===== src/rtl/spi_pkg.sv =====
// Shared types and width helpers for the SPI serial-clock engine and its register block.
package spi_pkg;

    // Frame sequencer states
    typedef enum logic [1:0] {
        ST_IDLE  = 2'd0,
        ST_RUN   = 2'd1,
        ST_GUARD = 2'd2,
        ST_DONE  = 2'd3
    } state_t;

    // Divisor width: (2^PRE_W) << 2^EXP_W needs PRE_W + 2^EXP_W + 1 bits
    function automatic int unsigned div_w(input int unsigned pre_w, input int unsigned exp_w);
        return pre_w + (32'd1 << exp_w) + 32'd1;
    endfunction

endpackage : spi_pkg


===== src/rtl/spi_div_counter.sv =====
// Half-period counter: counts PClk cycles up to the divisor and flags the
// wrap cycle (edge_pulse) and the cycle before it (pre_edge_pulse).
// Freeze is taken through a register so that the hold and the strobe
// gating line up in the same cycle without any input-to-output path.
module spi_div_counter
    import spi_pkg::*;
#(
    parameter int unsigned DIV_W = 12
) (
    input  logic             clk,
    input  logic             rst,
    input  logic             clear,
    input  logic             enable,
    input  logic             freeze,
    input  logic [DIV_W-1:0] div,
    output logic             edge_pulse,
    output logic             pre_edge_pulse
);

    logic [DIV_W-1:0] hcnt;
    logic [DIV_W-1:0] wrap_val;
    logic [DIV_W-1:0] pre_val;
    logic             freeze_q;
    logic             active;

    // Compare points and the counting qualifier; div is never below 2
    always_comb begin
        wrap_val       = div - DIV_W'(1);
        pre_val        = div - DIV_W'(2);
        active         = enable & ~freeze_q;
        edge_pulse     = active & (hcnt == wrap_val);
        pre_edge_pulse = active & (hcnt == pre_val);
    end

    // Counter and registered freeze; a frozen cycle neither counts nor wraps
    always_ff @(posedge clk) begin
        if (rst) begin
            hcnt     <= '0;
            freeze_q <= 1'b0;
        end else begin
            freeze_q <= freeze;
            if (clear) begin
                hcnt <= '0;
            end else if (active) begin
                hcnt <= (hcnt == wrap_val) ? '0 : hcnt + DIV_W'(1);
            end
        end
    end

endmodule : spi_div_counter


===== src/rtl/spi_sclk_engine.sv =====
// SPI master serial-clock engine: latches the frame configuration on start,
// runs the RUN/GUARD/DONE sequence and steers the counter's edge pulses
// into CPOL/CPHA-aware sample and shift strobes.
module spi_sclk_engine
    import spi_pkg::*;
#(
    parameter  int unsigned PRE_W = 3,
    parameter  int unsigned EXP_W = 3,
    parameter  int unsigned LEN_W = 5,
    localparam int unsigned DIV_W = div_w(PRE_W, EXP_W)
) (
    input  logic             PClk,
    input  logic             PRESET,
    input  logic             start,
    input  logic             freeze,
    input  logic             cpol,
    input  logic             cpha,
    input  logic [PRE_W-1:0] sppr,
    input  logic [EXP_W-1:0] spr,
    input  logic [LEN_W-1:0] frame_len,
    output logic             sclk,
    output logic             busy,
    output logic             done,
    output logic             load_strb,
    output logic             sample_strb,
    output logic             shift_strb,
    output logic             pre_sample_strb,
    output logic             pre_shift_strb,
    output logic [DIV_W-1:0] divisor
);

    // Edge counter holds 0 .. 2N-1, N up to 2^LEN_W
    localparam int unsigned ECNT_W = LEN_W + 1;

    state_t            state;
    logic              cpol_q;
    logic              cpha_q;
    logic [LEN_W-1:0]  len_q;
    logic [ECNT_W-1:0] ecnt;
    logic [DIV_W-1:0]  div_new;
    logic              accept;
    logic              cnt_enable;
    logic              edge_pulse;
    logic              pre_edge_pulse;
    logic              leading;
    logic              last_edge;
    logic              run_edge;
    logic              run_pre;

    // Divisor of the incoming config and counter control
    always_comb begin
        div_new    = (DIV_W'(sppr) + DIV_W'(1)) << (DIV_W'(spr) + DIV_W'(1));
        accept     = (state == ST_IDLE) & start;
        cnt_enable = (state == ST_RUN) | (state == ST_GUARD);
    end

    spi_div_counter #(
        .DIV_W (DIV_W)
    ) u_div_counter (
        .clk            (PClk),
        .rst            (PRESET),
        .clear          (accept),
        .enable         (cnt_enable),
        .freeze         (freeze),
        .div            (divisor),
        .edge_pulse     (edge_pulse),
        .pre_edge_pulse (pre_edge_pulse)
    );

    // Strobe steering: ecnt even means the pending edge is a leading one;
    // the CPHA=0 final trailing edge carries no shift
    always_comb begin
        leading         = ~ecnt[0];
        last_edge       = (ecnt == {len_q, 1'b1});
        run_edge        = (state == ST_RUN) & edge_pulse;
        run_pre         = (state == ST_RUN) & pre_edge_pulse;
        sample_strb     = run_edge & (cpha_q ? ~leading : leading);
        shift_strb      = run_edge & (cpha_q ? leading : (~leading & ~last_edge));
        pre_sample_strb = run_pre  & (cpha_q ? ~leading : leading);
        pre_shift_strb  = run_pre  & (cpha_q ? leading : (~leading & ~last_edge));
    end

    // Frame sequencer with registered config, sclk, busy, done and load strobe
    always_ff @(posedge PClk) begin
        if (PRESET) begin
            state     <= ST_IDLE;
            sclk      <= 1'b0;
            busy      <= 1'b0;
            done      <= 1'b0;
            load_strb <= 1'b0;
            cpol_q    <= 1'b0;
            cpha_q    <= 1'b0;
            len_q     <= '0;
            divisor   <= DIV_W'(2);
            ecnt      <= '0;
        end else begin
            done      <= 1'b0;
            load_strb <= 1'b0;
            case (state)
                ST_IDLE: begin
                    sclk <= cpol_q;
                    if (start) begin
                        cpol_q    <= cpol;
                        cpha_q    <= cpha;
                        len_q     <= frame_len;
                        divisor   <= div_new;
                        sclk      <= cpol;
                        ecnt      <= '0;
                        busy      <= 1'b1;
                        load_strb <= 1'b1;
                        state     <= ST_RUN;
                    end
                end
                ST_RUN: begin
                    if (edge_pulse) begin
                        if (last_edge) begin
                            sclk  <= cpol_q;
                            ecnt  <= '0;
                            state <= ST_GUARD;
                        end else begin
                            sclk <= ~sclk;
                            ecnt <= ecnt + ECNT_W'(1);
                        end
                    end
                end
                ST_GUARD: begin
                    if (edge_pulse) begin
                        done  <= 1'b1;
                        state <= ST_DONE;
                    end
                end
                ST_DONE: begin
                    busy  <= 1'b0;
                    state <= ST_IDLE;
                end
                default: begin
                    state <= ST_IDLE;
                end
            endcase
        end
    end

endmodule : spi_sclk_engine


===== config.mk =====
export PLATFORM = sky130hd
export DESIGN_NAME = spi_sclk_engine
export DESIGN_NICKNAME = d
export VERILOG_FILES = /design/src/rtl/spi_pkg.sv /design/src/rtl/spi_div_counter.sv /design/src/rtl/spi_sclk_engine.sv
export SDC_FILE = /design/constraint.sdc
export NUM_CORES = 1
export LEC_CHECK = 0
export BUFFER_PORTS_ARGS = -buffer_cell sky130_fd_sc_hd__buf_2
export CORE_MARGIN = 10
export CORE_UTILIZATION = 32
export CTS_BUF_LIST = sky130_fd_sc_hd__clkbuf_16
export DETAILED_ROUTE_END_ITERATION = 10
export GPL_TIMING_DRIVEN = 0
export PLACE_DENSITY = 0.45
export SYNTH_ARGS = -nofsm -noshare
export SYNTH_HDL_FRONTEND = slang
export SYNTH_SLANG_ARGS = --single-unit
export TNS_END_PERCENT = 1

===== constraint.sdc =====
create_clock -name PClk -period 4.1 [get_ports PClk]
set_input_delay 1.025 -clock PClk [delete_from_list [all_inputs] [get_ports PClk]]
set_output_delay 1.025 -clock PClk [all_outputs]
set_load 0.01 [all_outputs]

==> flow_summary.json <==
{
  "die_h_um": 116,
  "ir_worst_vdd_mv": 0.187,
  "synth_edf_count": 0,
  "path_clk_slew_ns": 0.06,
  "ys_async_sr_fraction_pct": 0,
  "wl_um": 8340,
  "dpl_cell_area_um2": 3250,
  "ant_nets": 0,
  "grt_overflow_total": 0,
  "vias": 2701,
  "numCtsBuffers": 5,
  "start_util_pct": 33.3,
  "die_area_um2": 13400,
  "gr-usage-met2_pct": 21.4,
  "ys_ff_latch": 44,
  "maxSlewViolCount": 0,
  "globalplace.congestion": 0.840,
  "grt.met3_usage_pct": 2.53,
  "drive_gt1_share_pct": 13.7,
  "power_density_nw_per_um2": 487,
  "syn_to_final_growth_pct": 15.8,
  "cp.arrival_ns": 2.80,
  "post-route-min-period_ns": 3.83,
  "power_frac_comb_pct": 43.5,
  "max_freq_ghz": 0.261,
  "cts_buffer_depth": 2,
  "finalHoldViolations": 0,
  "pwr-share-clk_pct": 23.6,
  "synth-main-ff-cell": "dfxtp_1",
  "routedWlPerCell_um": 16.0,
  "grt_use_total_pct": 12.6,
  "die_w_um": 116,
  "grt_first_pass_wirelength_um": 13800,
  "avgSynthCellArea_um2": 7.88,
  "internal_power_mw": 0.987,
  "relSlewSlack_pct": 60.4,
  "fin_nets": 442,
  "clk_latency_ns": 0.28,
  "period_share_pct": 93.3,
  "min-delay-path-class": "flop to flop",
  "p_seq_share_pct": 32.9,
  "final_cell_area_um2": 3400,
  "first_pass_iters": 4,
  "crit_type": "flop to output pin",
  "grt_pass1_vias": 2781,
  "yosysSeqAreaShare_pct": 30.0,
  "io_pins": 37,
  "power.total_mw": 1.65,
  "clock-sinks": 44,
  "rows": 34,
  "cts_tree": "done",
  "setup_viol": 0,
  "globalRouteMet1Util_pct": 16.1,
  "diodes": 0,
  "hpwlAfterDp_um": 6420,
  "grt_max_degree": 14,
  "clock_skew_ns": 0.00240,
  "p_leak_nw": 1.36,
  "cp-start-kind": "flop",
  "detail_route.iter0.violations": 80,
  "core_area_um2": 8810,
  "cp.required_ns": 3.07,
  "tightest_slew_ns": 0.594,
  "setup_tns_ns": 0,
  "switching_power_mw": 0.665,
  "cp_max_fo": 8,
  "routed_via_density": 5.16,
  "htreeDepth": 2,
  "cp-end-kind": "output pin",
  "drc": 0,
  "syn_inst": 372,
  "portBuffers": 36,
  "ys_warn_count": 0,
  "maxCapViolCount": 0,
  "status": "complete, no violations",
  "sw_frac_of_total_pct": 40.3,
  "syn-cell-area_um2": 2930,
  "rsz0062_at_grt": "no",
  "busiest_layer": "met2",
  "synth.net_count": 399,
  "antenna_found_initial": 0,
  "ys_types": 57,
  "cts_root_buffer": "clkbuf_16"
}
flip-flops by register name, summed over array words and instances (netlist names):
name	count
ecnt	6
state	2
cpha_q	1
u_div_counter.hcnt	12
load_strb	1
sclk	1
cpol_q	1
len_q	5
u_div_counter.freeze_q	1
busy	1
divisor	12
done	1
layout by cell type (no fill, tap or decap), types with 3 or more instances in the layout:
master,instances
o31ai_1,5
nand2_1,38
a22oi_1,3
nor3b_1,3
buf_2,38
ha_1,10
nor2_1,45
a41oi_1,3
and3_1,5
nor2b_1,5
and4_1,4
a211oi_1,12
o21ai_0,9
xor2_1,22
or4_1,3
mux2i_1,7
nor3_1,10
dfxtp_1,44
nand3_1,14
clkbuf_1,19
nor4_1,6
nand4_1,4
a21oi_1,21
inv_1,16
clkbuf_16,5
xnor2_1,18
critical path, stage by stage, from the launching register on:
cell      delay [ns]
dfxtp_1         0.38
inv_1           0.15
ha_1            0.16
buf_4           0.15
or4b_4          0.48
or3_1           0.34
a32oi_2         0.22
a21o_4          0.20
nand4b_1        0.18
nor2_1          0.13
buf_2           0.14
path summary, 6_finish.rpt:
| kind | slack (ns) | endpoint | cells after the start | from |
|---|---|---|---|---|
| min reg2reg | 0.47 | cpol_q$_SDFFE_PP0P_ | 2 | cpol_q$_SDFFE_PP0P_ |
| max reg2reg | 0.98 | ecnt[1]$_SDFFE_PP0P_ | 11 | divisor[1]$_SDFFE_PP1P_ |
| min | 0.47 | cpol_q$_SDFFE_PP0P_ | 2 | cpol_q$_SDFFE_PP0P_ |
| max | 0.27 | shift_strb | 10 | divisor[1]$_SDFFE_PP1P_ |
layer usage:
metal / part of all wire (%) / vias up
li1: - / 1405
met2: 48 / 29
met1: 49 / 1262
met3: 2.6 / 5
met5: 0 / -
met4: 0.60 / 0
power by group through the flow:
stage	clock (mW)	sequential (mW)	combinational [mW]
detailed placement	0	0.552	0.720
floorplan	0	0.549	0.527
global placement	0	0.552	0.719
CTS	0.400	0.543	0.726
global route	0.417	0.555	0.807
finish	0.389	0.544	0.720
kinds of logic (layout without fill, tap and decap cells):
logic type	Yosys count	after routing	share of synthesized area, %
AO/OA/AOI/OAI	75	75	18.5
AND/OR/NAND/NOR	154	154	26.5
multiplexers	9	9	3.16
XOR/XNOR	40	40	11.9
adder cells (fa/ha/maj)	10	10	4.27
buffers and inverters	40	83	5.59
flip-flops	44	44	30.0
layout make-up:
class	count	area (um^2)
fillers	940	5410
multi-input cells	288	1890
flip-flops and latches	44	881
repair buffers	37	188
well taps	108	135
clock buffers	5	125
plain buffers	23	100
inverters	16	60.1
clock inverters	2	12.5
repair_timing:
item / 4_1_cts / 5_1_grt
setup endpoints to repair: 0 / 2
resized for setup: 0 / 1
setup buffers: 0 / 1
hold buffers: 0 / 0
hold endpoints to repair: 0 / 0
Yosys cell counts, types with 3 or more instances:
cell | count | area share, %
a41oi_1 | 3 | 0.90
nor4_1 | 6 | 1.3
o31ai_1 | 5 | 1.3
clkbuf_1 | 20 | 2.6
and3_1 | 5 | 1.1
nand4_1 | 4 | 0.85
xor2_1 | 22 | 6.6
nor2b_1 | 5 | 1.1
nor2_1 | 45 | 5.8
mux2i_1 | 7 | 2.4
xnor2_1 | 18 | 5.4
inv_1 | 16 | 2.0
nor3b_1 | 3 | 0.77
ha_1 | 10 | 4.3
a22oi_1 | 3 | 0.77
a21oi_1 | 21 | 3.6
a211oi_1 | 12 | 3.1
and4_1 | 4 | 1.2
nor4b_1 | 3 | 0.90
nor3_1 | 10 | 1.7
o21ai_0 | 9 | 1.5
dfxtp_1 | 44 | 30
or4_1 | 3 | 0.77
nand2_1 | 38 | 4.9
nand3_1 | 14 | 2.4
stage by stage:
| step | setup WS, ns | hold WS (ns) | std cells | util, % |
|---|---|---|---|---|
| 2_1_floorplan | 0.739 | 0.436 | 372 | - |
| 3_3_place_gp | 0.409 | 0.451 | 516 | 36.9 |
| 3_5_place_dp | 0.398 | 0.461 | 516 | 36.9 |
| 4_1_cts | 0.0707 | 0.470 | 523 | 38.4 |
| 5_1_grt | 0.0612 | 0.483 | 523 | 38.6 |
| 6_report | 0.274 | 0.467 | 523 | 38.6 |
Note: power is estimated with default switching activity, not from simulation.
